**src/rtl/conv_row_streamer.sv**
```systemverilog
// conv_row_streamer: frames an unframed pixel stream into rows for the line buffer.
// Each row is followed by one row_complete cycle and a fixed idle gap; zero rows form the vertical pad.
module conv_row_streamer #(
  parameter int DATA_W      = 8,
  parameter int KER_SIZE    = 3,
  parameter int INPUT_X_DIM = 3,
  parameter int INPUT_Y_DIM = 3,
  parameter int PAD         = 1
) (
  input  logic              clk,
  input  logic              rstn,
  input  logic              start,
  input  logic [DATA_W-1:0] s_data,
  input  logic              s_valid,
  output logic              s_ready,
  output logic              valid,
  output logic [DATA_W-1:0] data,
  output logic              pad_row,
  output logic              row_complete,
  output logic [7:0]        row_idx,
  output logic              busy,
  output logic              frame_done
);

  localparam int ROWS = INPUT_Y_DIM + 2 * PAD;
  localparam int RMAX = (PAD > INPUT_Y_DIM) ? PAD : INPUT_Y_DIM;
  localparam int GMAX = (KER_SIZE > 1) ? KER_SIZE - 1 : 1;
  localparam int CW   = $clog2(INPUT_X_DIM + 1);
  localparam int RCW  = $clog2(RMAX + 1);
  localparam int IW   = $clog2(ROWS + 1);
  localparam int GW   = $clog2(GMAX + 1);

  localparam logic [CW-1:0]  X_LAST = CW'(INPUT_X_DIM - 1);
  localparam logic [CW-1:0]  X_DIM  = CW'(INPUT_X_DIM);
  localparam logic [RCW-1:0] Y_LAST = RCW'(INPUT_Y_DIM - 1);
  localparam logic [RCW-1:0] P_LAST = RCW'((PAD > 0) ? PAD - 1 : 0);
  localparam logic [GW-1:0]  G_LAST = GW'((KER_SIZE > 1) ? KER_SIZE - 2 : 0);

  typedef enum logic [2:0] {
    S_IDLE,
    S_TOP,
    S_DATA,
    S_BOT,
    S_RC,
    S_GAP,
    S_FIN
  } state_t;

  state_t            state_q, state_d;
  state_t            region_q, region_d;
  logic [CW-1:0]     col_q, col_d;
  logic [RCW-1:0]    row_q, row_d;
  logic [IW-1:0]     idx_q, idx_d;
  logic [GW-1:0]     gap_q, gap_d;
  logic              valid_q, valid_d;
  logic [DATA_W-1:0] data_q, data_d;
  logic              pad_q, pad_d;
  logic              rc_q, rc_d;
  logic              busy_q, busy_d;
  logic              fd_q, fd_d;
  logic              row_end;
  logic              region_last;

  assign s_ready = (state_q == S_DATA) && (col_q < X_DIM);

  // With a 1-wide kernel there is no gap: the next row follows row_complete.
  assign row_end = (state_q == S_GAP && gap_q == G_LAST) ||
                   (state_q == S_RC && KER_SIZE == 1);

  assign region_last = (region_q == S_DATA) ? (row_q == Y_LAST)
                                            : (row_q == P_LAST);

  always_comb begin
    state_d  = state_q;
    region_d = region_q;
    col_d    = col_q;
    row_d    = row_q;
    idx_d    = idx_q;
    gap_d    = gap_q;
    valid_d  = 1'b0;
    data_d   = '0;
    pad_d    = pad_q;
    rc_d     = 1'b0;
    busy_d   = busy_q;
    fd_d     = 1'b0;
    unique case (state_q)
      S_IDLE: begin
        busy_d = 1'b0;
        if (start && !busy_q) begin
          busy_d = 1'b1;
          col_d  = '0;
          row_d  = '0;
          idx_d  = '0;
          if (PAD > 0) begin
            state_d  = S_TOP;
            region_d = S_TOP;
            pad_d    = 1'b1;
          end else begin
            state_d  = S_DATA;
            region_d = S_DATA;
            pad_d    = 1'b0;
          end
        end
      end
      S_TOP, S_BOT: begin
        valid_d = 1'b1;
        col_d   = col_q + 1'b1;
        if (col_q == X_LAST) state_d = S_RC;
      end
      S_DATA: begin
        if (s_ready && s_valid) begin
          valid_d = 1'b1;
          data_d  = s_data;
          col_d   = col_q + 1'b1;
          if (col_q == X_LAST) state_d = S_RC;
        end
      end
      S_RC: begin
        rc_d    = 1'b1;
        col_d   = '0;
        gap_d   = '0;
        state_d = S_GAP;
      end
      S_GAP: begin
        gap_d = gap_q + 1'b1;
      end
      S_FIN: begin
        fd_d    = 1'b1;
        state_d = S_IDLE;
      end
      default: begin
        state_d = S_IDLE;
      end
    endcase
    if (row_end) begin
      if (!region_last) begin
        state_d = region_q;
        row_d   = row_q + 1'b1;
        idx_d   = idx_q + 1'b1;
      end else begin
        row_d = '0;
        unique case (region_q)
          S_TOP: begin
            state_d  = S_DATA;
            region_d = S_DATA;
            pad_d    = 1'b0;
            idx_d    = idx_q + 1'b1;
          end
          S_DATA: begin
            if (PAD > 0) begin
              state_d  = S_BOT;
              region_d = S_BOT;
              pad_d    = 1'b1;
              idx_d    = idx_q + 1'b1;
            end else begin
              state_d = S_FIN;
              pad_d   = 1'b0;
              idx_d   = '0;
            end
          end
          default: begin
            state_d = S_FIN;
            pad_d   = 1'b0;
            idx_d   = '0;
          end
        endcase
      end
    end
  end

  always_ff @(posedge clk or negedge rstn) begin
    if (!rstn) begin
      state_q  <= S_IDLE;
      region_q <= S_IDLE;
      col_q    <= '0;
      row_q    <= '0;
      idx_q    <= '0;
      gap_q    <= '0;
      valid_q  <= 1'b0;
      data_q   <= '0;
      pad_q    <= 1'b0;
      rc_q     <= 1'b0;
      busy_q   <= 1'b0;
      fd_q     <= 1'b0;
    end else begin
      state_q  <= state_d;
      region_q <= region_d;
      col_q    <= col_d;
      row_q    <= row_d;
      idx_q    <= idx_d;
      gap_q    <= gap_d;
      valid_q  <= valid_d;
      data_q   <= data_d;
      pad_q    <= pad_d;
      rc_q     <= rc_d;
      busy_q   <= busy_d;
      fd_q     <= fd_d;
    end
  end

  assign valid        = valid_q;
  assign data         = data_q;
  assign pad_row      = pad_q;
  assign row_complete = rc_q;
  assign row_idx      = 8'(idx_q);
  assign busy         = busy_q;
  assign frame_done   = fd_q;

endmodule

```
**config.mk**
```make
export PLATFORM = sky130hd
export DESIGN_NAME = conv_row_streamer
export DESIGN_NICKNAME = d
export VERILOG_FILES = /design/src/rtl/conv_row_streamer.sv
export SDC_FILE = /design/constraint.sdc
export NUM_CORES = 1
export LEC_CHECK = 0
export CORE_AREA = 2 2 59 61
export DETAILED_ROUTE_END_ITERATION = 8
export DIE_AREA = 0 0 61 63
export PLACE_DENSITY = 0.78
export SLEW_MARGIN = 30
export SYNTH_ARGS = -nofsm -noshare
export SYNTH_HDL_FRONTEND = slang
export SYNTH_SLANG_ARGS = --single-unit
```
**constraint.sdc**
```tcl
create_clock -name clk -period 1.9 [get_ports clk]
set_clock_uncertainty 0.05 [all_clocks]
set_input_delay 0.38 -clock clk [delete_from_list [all_inputs] [get_ports clk]]
set_output_delay 0.38 -clock clk [all_outputs]
set_load 0.005 [all_outputs]
```
Yosys cells after proc, flatten, opt, wreduce, memory -nomap -nowiden. Index checks and enable logic that the tools add are counted.

Input port bits: 12. Logic and storage cells: 86. Register bits: 28.

Order comparisons: 1. Mux-type cells: 37. Equality and inequality tests: 16. Add/sub/neg operators: 4. Reduce and logical (&&, ||, !) cells: 16.

Operators by type and width (count): $mux W3 (14); $mux W8 (2); $pmux W3 S5 (1); $pmux W3 S2 (2); $mux W1 (10); $mux W2 (5); $eq A3 B2 Y1 const B (3); $eq A3 B3 Y1 const B (3); $pmux W2 S4 (1); $add A2 B1 Y2 const B (3); $eq A3 B1 Y1 const B (2); $reduce_and A3 Y1 (2); $reduce_bool A2 Y1 (3); $eq A2 B2 Y1 const B (2); $logic_and A1 B1 Y1 (4); $ne A2 B2 Y1 const B (2); $pmux W2 S2 (1); $reduce_bool A4 Y1 (1); $reduce_or A2 Y1 (2); $add A3 B1 Y3 const B (1); $logic_not A3 Y1 (1); $ne A3 B2 Y1 const B (1); $ne A3 B3 Y1 const B (1); $eq A2 B1 Y1 const B (1); 6 further kinds (6).

Depth between registers and ports, before layout.
Depth after elaboration: 7. Depth in mapped cells: 7. Gate-level depth less buffers: 6.

Least setup slack after synthesis. OpenSTA, ideal clock, no wires.

Path type: register to register. Start: register state_q[0]. End: register col_q[0]. Path buffers: 0. Cell stages (with the launch flop): 5. Arrival: 1425 ps. Clock period less this slack: 1600 ps. Setup slack: 300 ps. Path through: dfrtp_1 > or3b_4 > nor3b_4 > a221oi_2 > mux2_4.

Word-level cells in the longest chain between the ends: 5. Elaborated cells between the ends (all ways): 13. Those cells by class: eq/ne (6); mux (1); reduce/logical (6).

Ends and longest elaborated chain: from (decl) (line 49) `state_t state_q, state_d;`; from (signal assigned) (line 186) `state_q <= state_d;`; $eq A3 B2 Y1 (line 64, 86); $logic_and A1 B1 Y1 (line 64) `assign s_ready = (state_q == S_DATA) && (col_q < X_DIM);`; $logic_and A1 B1 Y1 (line 111) `if (s_ready && s_valid) begin`; $ne A2 B1 Y1 (no source line); $reduce_and A3 Y1 (no source line); to (signal assigned) (line 188) `col_q <= col_d;`; to (decl) (line 51) `logic [CW-1:0] col_q, col_d;`.

Several ways; a longest one is shown, not always the timed one. A chain may end at the register's enable or synchronous reset.

Worst setup path after layout.
Start: register state_q[0]. End: output s_ready.

Word-level cells in the longest chain between the ends: 2.

Ends and longest elaborated chain: $eq A3 B2 Y1 (line 64); $logic_and A1 B1 Y1 (line 64); to (decl) (line 15) `output logic s_ready,`.

No other way between the ends.

==> qor.csv <==
stage,metric,value,unit
grt,number of global-route vias before repair,1123,
clocking,Clock Tree Root,clkbuf_4,
run,Max Cap Viol,0,
power,Peak VDD IR,0.400,mV
synthesis,Mapped Avg Cell Area,10.7,um^2
worst_setup_path,WP data required,1.47,ns
synthesis,Synth Cell Area,1410,um^2
floorplan,initial core utilization,0.436,
layout,FILL cells,291,
clocking,worst-case clock buffer depth,2,
routing,DRC,0,
worst_setup_path,CP Capture Type,primary output,
layout,layout cell share with drive strength beyond 1,0.109,
floorplan,die width,61,um
layout,Layout area overhead,27.6,%
placement,placed insts,207,
run_status,run status,finished clean,
routing,drt via density,5.05,
synthesis,unique cell type count in the Yosys netlist,41,
synthesis,asr flop ratio synth,1.00,
clocking,"CTS clk-pin slew, worst paths",0.15,ns
synthesis,Post-synth top cells,"28 x dfrtp_1, 9 x and2_1, 9 x nor2_1",
layout,Antenna diodes,0,
routing,via total after detailed routing,1066,
power,LEAKAGE,0.000835,uW
worst_setup_path,Crit path arrival time,1.36,ns
grt,maximum number of pins on one net before global-route repair,29,
synthesis,leading area contributor after synthesis,dfrtp_1,
timing,fin. max-slew vios,0,
grt,antenna violations before repair,0,
timing,RSZ-0062 raised after global routing,no,
worst_setup_path,CP cell instances,or3b_4 > nor2_1 > clkbuf_2,
routing,antenna-violating nets left,0,
clocking,Skew-Pair Late Insertion Delay,0.34,ns
floorplan,FP Rows,21,
timing,post-layout min period,1.79,ns
timing,TNS Setup,0,ns
timing,Hold WS,0.346,ns
timing,period utilisation layout,0.941,
grt,Tot GR Track Use,0.164,
grt,grt total ovfl,0,
synthesis,cell count after synthesis,132,
layout,Non-Filler Instances,211,
synthesis,top-area cell type share of the netlist area,0.497,
routing,drt pass-1 iters,4,
grt,global-route wire length before repair,4.84,mm
routing,wire per inst,13.1,um
worst_setup_path,crit-path max cell delay,0.41,ns
floorplan,die height,63,um
floorplan,core area,3230,um^2
layout,Final Util,0.557,
clocking,clock sink total,28,
worst_setup_path,CP startpoint kind,register,
clocking,CTS tree,done,
placement,port buffer count,28,
synthesis,"top cells by area, synth","dfrtp_1 50%, ha_1 5.3%, and2_1 4.0%",
placement,Detailed Place HPWL,2.05,mm
placement,GP Congestion,0.854,
floorplan,I/O Pins,34,
synthesis,register area share after synthesis,0.497,
timing,setup violators final,0,
clocking,Hold Buf Count CTS,0,
synthesis,Yosys reg bits,28,
min_path,worst hold path type,in2async,
worst_setup_path,Worst path slowest cell,dfrtp_1,
synthesis,Post-synth EDFFs,0,
synthesis,most common cell in the netlist,dfrtp_1,
worst_setup_path,Critical Path Fanout Max,2,
power,Pwr Total,2390,uW
worst_setup_path,critical path type,reg2out,
timing,"Hold Vio Cnt, Final",0,
clocking,CTS Buf Count,3,
routing,1st-iter DRT viols,55,
power,PwrDens,1330,nW/um^2
synthesis,"Top FF cell, synth",dfrtp_1,
layout,Final #Nets,184,
floorplan,Die ar.,3840,um^2
clocking,CTS H-tree depth,1,
synthesis,yosys warns,0,
routing,Final Routed Wirelength,2.76,mm
timing,fmax,559,MHz
kinds of logic after synthesis:
family | count (synthesis) | share of synthesized area
adders and majority gates | 6 | 0.0532
other | 1 | 0.00266
DFF | 28 | 0.497
xor gates and xnor gates | 1 | 0.00621
buffers and inverters | 17 | 0.0612
muxes | 3 | 0.0257
and+or+nand+nor | 50 | 0.221
AOI/OAI and AO/OA | 26 | 0.133
worst max-delay path, delay by kind of cell (launching register included):
family	cells	cell delay (ns)
simple gates	2	0.50
flops	1	0.41
buf+inv	1	0.12
final cells by class:
| type | instances | area, um^2 | area share |
|---|---|---|---|
| timing repair buffer | 34 | 320 | 0.178 |
| sequential | 28 | 701 | 0.389 |
| inverter | 8 | 30.0 | 0.0167 |
| tap | 46 | 57.6 | 0.0320 |
| clock buffer | 3 | 22.5 | 0.0125 |
| clock inverter | 1 | 30.0 | 0.0167 |
| multi-input combinational | 91 | 638 | 0.355 |
timing repair:
action,4_1_cts,5_1_grt
setup buffers,0,0
gates resized for setup,2,1
endpoints found under the setup margin,1,1
flip-flops by register name, summed over array words and instances, names as in the netlist:
register	count
gap_q	2
state_q	3
busy	1
pad_row	1
frame_done	1
col_q	2
row_q	2
data	8
row_complete	1
valid	1
region_q	3
idx_q	3
stage by stage:
stage               area [um^2]  setup slack (ns)
detailed placement         1750             0.103
global route               1800            0.0503
global placement           1750             0.112
finish                     1800             0.111
floorplan                  1430             0.300
CTS                        1800           0.00638
layer usage:
metal | up-vias | wire (um) | GRT usage
li1 | 514 | - | -
met1 | 515 | 1110 | 0.186
met4 | 0 | 66 | 0.0870
met5 | - | 0 | 0
met2 | 32 | 1450 | 0.289
met3 | 5 | 129 | 0.0166
worst paths after layout:
| kind | cells after the start | to | from | slack [ns] |
|---|---|---|---|---|
| worst min register to register | 1 | gap_q[0] | gap_q[0] | 0.46 |
| worst max-delay path | 3 | s_ready | state_q[0] | 0.11 |
| max in group asynchronous | 2 | region_q[1] | rstn | 1.20 |
| worst max register to register | 5 | idx_q[0] | state_q[0] | 0.20 |
| worst min-delay path | 2 | data[6] | rstn | 0.35 |
| min in group clk | 1 | gap_q[0] | gap_q[0] | 0.46 |
placed cells by master (no fill, tap or decap), types with 4 or more instances in the layout:
| cell type | n |
|---|---|
| and2_1 | 9 |
| buf_4 | 6 |
| clkdlybuf4s50_1 | 27 |
| conb_1 | 5 |
| dfrtp_1 | 28 |
| ha_1 | 6 |
| inv_1 | 8 |
| nand2_1 | 5 |
| nand2b_1 | 4 |
| nand3b_1 | 4 |
| nor2_1 | 9 |
| nor2b_1 | 4 |
| o21ai_0 | 6 |
report_power, final:
part | switching, uW | internal, uW
Combinational | 552 | 565
Sequential | 118 | 760
Clock | 178 | 214
Power figures use the tool's default switching activity.
